$ cat config.mk
export PLATFORM = sky130hd
export DESIGN_NAME = jk_cmd_sequencer
export DESIGN_NICKNAME = d
export VERILOG_FILES = /design/src/rtl/jk_cmd_sequencer.sv
export SDC_FILE = /design/constraint.sdc
export NUM_CORES = 1
export LEC_CHECK = 0
export CORE_UTILIZATION = 25
export DETAILED_ROUTE_END_ITERATION = 8
export PLACE_DENSITY = 0.43
export SYNTH_ARGS = -nofsm -noshare
export SYNTH_HDL_FRONTEND = slang
export SYNTH_SLANG_ARGS = --single-unit
$ cat constraint.sdc
create_clock -name clk -period 2.8 [get_ports clk]
set_input_delay 0.28 -clock clk [delete_from_list [all_inputs] [get_ports clk]]
set_output_delay 0.28 -clock clk [all_outputs]
set_load 0.03 [all_outputs]
$ cat src/rtl/jk_cmd_sequencer.sv
// Command sequencer feeding a downstream JK flip-flop: buffers {op,len} commands,
// replays them onto j/k back-to-back, and checks the returned q against a model.
module jk_cmd_sequencer #(
  parameter int DEPTH = 4,
  parameter int LEN_W = 4
) (
  input  logic                     clk,
  input  logic                     rst_n,
  input  logic                     cmd_valid,
  output logic                     cmd_ready,
  input  logic [1:0]               cmd_op,
  input  logic [LEN_W-1:0]         cmd_len,
  output logic                     j,
  output logic                     k,
  input  logic                     q_fb,
  output logic                     busy,
  output logic                     done,
  output logic [$clog2(DEPTH):0]   level,
  output logic                     err
);

  localparam int AW = $clog2(DEPTH);
  localparam int LW = AW + 1;
  localparam int EW = LEN_W + 2;

  typedef enum logic {
    ST_IDLE = 1'b0,
    ST_RUN  = 1'b1
  } state_e;

  // Length 0 behaves as length 1, so both load a zero remaining count.
  function automatic logic [LEN_W-1:0] first_rem(input logic [LEN_W-1:0] len);
    logic [LEN_W-1:0] r;
    if (len == {LEN_W{1'b0}}) begin
      r = {LEN_W{1'b0}};
    end else begin
      r = len - LEN_W'(1);
    end
    return r;
  endfunction

  logic [EW-1:0]    mem_q [DEPTH];
  logic [AW-1:0]    wr_ptr_q, wr_ptr_d;
  logic [AW-1:0]    rd_ptr_q, rd_ptr_d;
  logic [LW-1:0]    level_q, level_d;
  state_e           state_q, state_d;
  logic [LEN_W-1:0] rem_q, rem_d;
  logic             j_q, j_d, k_q, k_d;
  logic             busy_q, busy_d, done_q, done_d;
  logic             exp_state_q, exp_state_d;
  logic             exp_valid_q, exp_valid_d;
  logic             err_q, err_d;

  logic             push_s, pop_s, empty_s, full_s;
  logic [1:0]       head_op_s;
  logic [LEN_W-1:0] head_len_s;

  assign empty_s    = (level_q == {LW{1'b0}});
  assign full_s     = (level_q == LW'(DEPTH));
  assign cmd_ready  = ~full_s;
  assign push_s     = cmd_valid & ~full_s;
  assign head_op_s  = mem_q[rd_ptr_q][EW-1:LEN_W];
  assign head_len_s = mem_q[rd_ptr_q][LEN_W-1:0];

  // Executor: pop the head whenever idle or on the last cycle of a command.
  always_comb begin
    state_d = state_q;
    rem_d   = rem_q;
    j_d     = j_q;
    k_d     = k_q;
    busy_d  = busy_q;
    done_d  = 1'b0;
    pop_s   = 1'b0;
    case (state_q)
      ST_IDLE: begin
        if (!empty_s) begin
          pop_s   = 1'b1;
          state_d = ST_RUN;
          j_d     = head_op_s[1];
          k_d     = head_op_s[0];
          busy_d  = 1'b1;
          rem_d   = first_rem(head_len_s);
          done_d  = (head_len_s <= LEN_W'(1));
        end else begin
          j_d    = 1'b0;
          k_d    = 1'b0;
          busy_d = 1'b0;
        end
      end
      ST_RUN: begin
        if (rem_q != {LEN_W{1'b0}}) begin
          rem_d  = rem_q - LEN_W'(1);
          done_d = (rem_q == LEN_W'(1));
        end else if (!empty_s) begin
          pop_s   = 1'b1;
          j_d     = head_op_s[1];
          k_d     = head_op_s[0];
          busy_d  = 1'b1;
          rem_d   = first_rem(head_len_s);
          done_d  = (head_len_s <= LEN_W'(1));
        end else begin
          state_d = ST_IDLE;
          j_d     = 1'b0;
          k_d     = 1'b0;
          busy_d  = 1'b0;
        end
      end
      default: begin
        state_d = ST_IDLE;
        j_d     = 1'b0;
        k_d     = 1'b0;
        busy_d  = 1'b0;
        rem_d   = {LEN_W{1'b0}};
      end
    endcase
  end

  // FIFO pointers and occupancy.
  always_comb begin
    wr_ptr_d = wr_ptr_q;
    rd_ptr_d = rd_ptr_q;
    level_d  = level_q;
    if (push_s) begin
      wr_ptr_d = wr_ptr_q + AW'(1);
    end else begin
      wr_ptr_d = wr_ptr_q;
    end
    if (pop_s) begin
      rd_ptr_d = rd_ptr_q + AW'(1);
    end else begin
      rd_ptr_d = rd_ptr_q;
    end
    case ({push_s, pop_s})
      2'b10:   level_d = level_q + LW'(1);
      2'b01:   level_d = level_q - LW'(1);
      default: level_d = level_q;
    endcase
  end

  // Expected flip-flop state mirrors the JK capture of the current drive.
  always_comb begin
    exp_state_d = exp_state_q;
    case ({j_q, k_q})
      2'b01:   exp_state_d = 1'b0;
      2'b10:   exp_state_d = 1'b1;
      2'b11:   exp_state_d = ~exp_state_q;
      default: exp_state_d = exp_state_q;
    endcase
    exp_valid_d = exp_valid_q | (j_q ^ k_q);
    err_d       = err_q | (exp_valid_q & (q_fb != exp_state_q));
  end

  // All state registers.
  always_ff @(posedge clk or negedge rst_n) begin
    if (!rst_n) begin
      for (int i = 0; i < DEPTH; i++) begin
        mem_q[i] <= {EW{1'b0}};
      end
      wr_ptr_q    <= {AW{1'b0}};
      rd_ptr_q    <= {AW{1'b0}};
      level_q     <= {LW{1'b0}};
      state_q     <= ST_IDLE;
      rem_q       <= {LEN_W{1'b0}};
      j_q         <= 1'b0;
      k_q         <= 1'b0;
      busy_q      <= 1'b0;
      done_q      <= 1'b0;
      exp_state_q <= 1'b0;
      exp_valid_q <= 1'b0;
      err_q       <= 1'b0;
    end else begin
      if (push_s) begin
        mem_q[wr_ptr_q] <= {cmd_op, cmd_len};
      end
      wr_ptr_q    <= wr_ptr_d;
      rd_ptr_q    <= rd_ptr_d;
      level_q     <= level_d;
      state_q     <= state_d;
      rem_q       <= rem_d;
      j_q         <= j_d;
      k_q         <= k_d;
      busy_q      <= busy_d;
      done_q      <= done_d;
      exp_state_q <= exp_state_d;
      exp_valid_q <= exp_valid_d;
      err_q       <= err_d;
    end
  end

  assign j     = j_q;
  assign k     = k_q;
  assign busy  = busy_q;
  assign done  = done_q;
  assign level = level_q;
  assign err   = err_q;

endmodule

[Word-level counts from Yosys, hierarchy flattened]
Index checks and enable logic that the tools add are counted.
Cells by class
  mux-type cells: 28
  equality and inequality tests: 9
  bitwise logic cells: 10
  $add $sub $neg: 6
  reduce and logical (&&, ||, !) cells: 6
  order comparisons: 4
Operators by type and width (count)
  24-bit bitwise mux: 1
  6-bit two-way mux: 3
  6-bit binary-select mux with 2-bit select: 1
  6-bit demux with 2-bit select: 1
  4-bit two-way mux: 3
  1-bit case mux with 2 select lines: 6
  1-bit two-way mux: 10
  4-bit case mux with 2 select lines: 1
  4-bit by 1-bit subtractor with 4-bit output, second input constant: 2
  2-bit == test, second input constant: 3
  3-bit >= comparator, second input constant: 2
  2-bit inverter with 3-bit output: 2
  3-bit case mux with 2 select lines: 1
  2-bit by 1-bit adder with 2-bit output, second input constant: 2
  2-bit by 1-bit == test with 1-bit output, second input constant: 2
  4-bit by 1-bit == test with 1-bit output, second input constant: 1
  4-bit by 1-bit <= comparator with 1-bit output, second input constant: 1
  4-bit logical NOT: 1
  4-bit nonzero test: 1
  3-bit by 1-bit adder with 3-bit output, second input constant: 1
  3-bit == test, second input constant: 1
  3-bit logical NOT: 1
  3-bit by 1-bit < comparator with 1-bit output, second input constant: 1
  1-bit inverter: 3
  10 further kinds: 12
Word-level totals
  logic and storage cells: 79
  output and inout port bits: 9
  input port bits: 10
  register bits: 43

[Logic depth before layout (Yosys ltp)]
  depth in word-level cells: 9
  mapped depth: 10
  depth with buffers taken out: 10

[Least setup slack after synthesis]
No wires, ideal clock.
  path type: reg2reg
  from: register rem_q[0]
  to: register level_q[2], in the netlist level[2]
  period minus slack after synthesis: 2.352 ns
  data required time: 2.719 ns
  library setup time: 0.081 ns
  arrival: 2.271 ns
  setup slack: 0.448 ns
  cell stages (with the launch flop): 11
  path buffers: 0
  cell sequence: dfrtp_1 -> inv_1 -> ha_1 -> or3b_1 -> a21oi_2 -> ha_1 -> inv_1 -> fa_1 -> xor2_1 -> nor2_1 -> xor2_1
On the way
  word-level cells in the longest chain between the ends: 5
  elaborated cells on any way between the ends: 7
  those cells by class: eq/ne (2); mux (3); reduce/logical (2)
RTL lines
  start: declaration: RTL line 47  | logic [LEN_W-1:0] rem_q, rem_d;
  start signal: assignment: RTL line 163  | rem_q <= {LEN_W{1'b0}};
  start signal: assignment: RTL line 179  | rem_q <= rem_d;
  4-bit nonzero test *: RTL line 91  | if (rem_q != {LEN_W{1'b0}}) begin
  1-bit two-way mux *: RTL line 91
  1-bit case mux with 2 select lines *: RTL line 74  | case (state_q)
  2-bit by 1-bit == test with 1-bit output / 2-bit == test (equally long branches): RTL line 133  | case ({push_s, pop_s})
  3-bit case mux with 2 select lines / 2-bit nonzero test (equally long branches)
  end signal: assignment: RTL line 161  | level_q <= {LW{1'b0}};
  end signal: assignment: RTL line 177  | level_q <= level_d;
  end: declaration: RTL line 45  | logic [LW-1:0] level_q, level_d;
Every way passes the cells marked *; elsewhere a longest branch is shown, timed or not.
A chain may end at the register's enable or synchronous reset.

[Worst setup path after layout]
Ends and elaborated chain as after synthesis.

==> impl_results.md <==
- IO Pins: 19
- Clock transition at path regs: roughly 90 ps
- DRT iter0 DRCs: 46
- Number of global-route vias before repair: ~1400
- Die H: 93.6 um
- Clock root buffer: clkbuf_8
- Outcome: complete, no violations
- Crit path from: rem_q[0]$_DFF_PN0_
- CTS tree: built
- Syn Nets: about 180
- Synth cell count leaders: 43 x dfrtp_1, 25 x mux2_2, 12 x inv_1
- Critical path type: reg2reg
- FMAX: between 400 and 500 MHz
- Synth area leader: dfrtp_1
- Sequential area share after synthesis: 0.513
- GRT Overall Usage: 0.109
- GP Congestion: 0.829
- PwrDens: between 1000 and 1500 nW/um^2
- Final std cells w/o fill: about 290
- Worst r2r src: rem_q[0]$_DFF_PN0_
- Ys async rst share: 1.00
- Post-CTS Setup Inserts: 0
- Residual DRC: 0
- Crit share post-route: 0.844
- CTS HTree Levels: 2
- Total power: around 2.9 mW
- Hold Crit Class: in2async
- Design Area, Final: between 2000 and 2500 um^2
- Initial Util: 0.256
- # Max-Cap Violations: 0
- Crit. End Element: flop
- Clock buffer count from CTS: 5
- RSZ-0062 raised after global routing: no
- Clk_lat worst skew: between 200 and 300 ps
- DIE AREA: around 8800 um^2
- Syn avg cell area: around 13 um^2
- Routed WL: 4200 um
- Setup_tns: 0 ps
- IO Port Bufs: 18
- Gate Count Post-Synth: 157
- CTS max path bufs: 2
- Initial antenna violation count: 0
- Vias post-DR: approximately 1300
- Distinct cells, synth: 38
- Core Box Area: around 8200 um^2
- Row count: 33
- Pre-CTS WS: 461 ps
- Final Hold Fails: 0
- Top-count cell post-synth: dfrtp_1
- CTS sink cnt: 43
- Layout area overhead: 19.0%
- Fillcell total: about 830
- Layout cells sized above 1: 0.227
- Mean routed wirelength per cell: about 15 um
- Worst setup margin: 436 ps
- DIE WIDTH: a little over 90 um
- Max_slew headroom: 0.355
- Largest net degree at the start of global routing: 44
- Synthesized flop and latch total: 43
- Clk_skew: 9.57 ps
- Synth top area share: 0.513
- Final net count: between 200 and 250
- CP arrival: 2580 ps
- Synth Warn #: 0
- Final setup vio count: 0
- Synth area leaders: dfrtp_1 51%, mux2_2 13%, ha_1 6.6%, mux4_1 5.0%, inv_1 2.1%
- # hold bufs at CTS: 0
- Worst-Margin Slew: 968 ps
- Minimum clock period: 2360 ps
- Cell area after synthesis: roughly 2100 um^2
- Max-slew violations: 0
- ANT nets after route: 0
- Worst setup SP type: flop
- VDD IR-drop max: 0.304 mV
- Leakage: approximately 1.1 nW
- Post-CTS Resized: 0
- Placed Area: about 2400 um^2
- Crit path max fanout: 5
- Ys flop type: dfrtp_1
- N_diodes: 0
- DR vias/cell: around 4.6
- DRT Pass-1 Iters: 4
- CP required: ~3000 ps
- Dpl cells: between 200 and 300
- Grt total ovfl: 0
- Post-synth EDFFs: 0
- First-pass GRT wire length: just over 7000 um
[routing by layer]
metal | track usage | part of all wire
met3 | 0.0341 | 0.040
met5 | 0 | 0
met1 | 0.123 | 0.43
met2 | 0.195 | 0.51
met4 | 0.0308 | 0.010
[state kept, by name, summed over array words and instances (netlist names)]
signal / cells
rem_q: 4
exp_state_q: 1
wr_ptr_q: 2
level: 3
j: 1
busy: 1
k: 1
err: 1
rd_ptr_q: 2
done: 1
exp_valid_q: 1
mem_q: 24
state_q: 1
[cells by family after synthesis]
kind of cell             share of synthesized area
XOR/XNOR                                    0.0334
multiplexers                                 0.211
flip-flops                                   0.513
buffers and inverters                       0.0310
adder cells (fa/ha/maj)                     0.0752
AO/OA/AOI/OAI                               0.0663
AND/OR/NAND/NOR                             0.0699
[stage by stage]
step | util | hold WS (ps)
CTS | 0.305 | 170
global placement | 0.292 | 441
floorplan | - | -15.6
finish | 0.305 | 125
global route | 0.305 | 207
detailed placement | 0.292 | 444
[report_power, final]
group | total, mW | switching [mW] | internal (mW)
Combinational | 1.29 | 0.635 | 0.659
Clock | 0.438 | 0.213 | 0.225
Sequential | 1.16 | 0.242 | 0.918
Total | 2.89 | 1.09 | 1.80
[cell type report]
| type | instances | area, um^2 | area share |
|---|---|---|---|
| Sequential cell | 43 | 1080 | 0.432 |
| Multi-Input combinational cell | 99 | 955 | 0.383 |
| Timing Repair Buffer | 19 | 183 | 0.0733 |
| Tap cell | 105 | 131 | 0.0527 |
| Clock buffer | 7 | 96.3 | 0.0386 |
| Inverter | 12 | 45.0 | 0.0181 |
| Clock inverter | 1 | 7.51 | 0.00301 |
[cells in the final DEF, fill, tap and decap left out, drive strengths merged, types with 4 or more instances in the layout]
cell / Yosys / layout
clkbuf: 1 / 7
clkdlybuf4s50: 0 / 17
dfrtp: 43 / 43
ha: 11 / 11
inv: 12 / 12
mux2: 25 / 25
mux4: 6 / 6
nand2: 10 / 10
nor2: 5 / 5
xnor2: 4 / 4
xor2: 4 / 4
[worst max-delay path, stage by stage, from the launching register on]
cell and delay (ps):
dfrtp_1 440, inv_1 110, ha_1 130, or3b_1 390, a21oi_2 180, ha_1 190
inv_1 60, fa_1 370, xor2_1 150, nor2_1 110, xor2_1 160
[worst paths after layout]
check                      slack (ps)                     to  cells after the start
max reg2reg                       440   level[2]$_DFFE_PN0P_                     10
min reg2reg                       460          err$_DFF_PN0_                      1
max in group asynchronous        2050  mem_q[17]$_DFFE_PN0P_                      1
min in group clk                  460          err$_DFF_PN0_                      1
max                               440   level[2]$_DFFE_PN0P_                     10
min                               130  exp_valid_q$_DFF_PN0_                      1
Note: power is estimated with default switching activity, not from simulation.
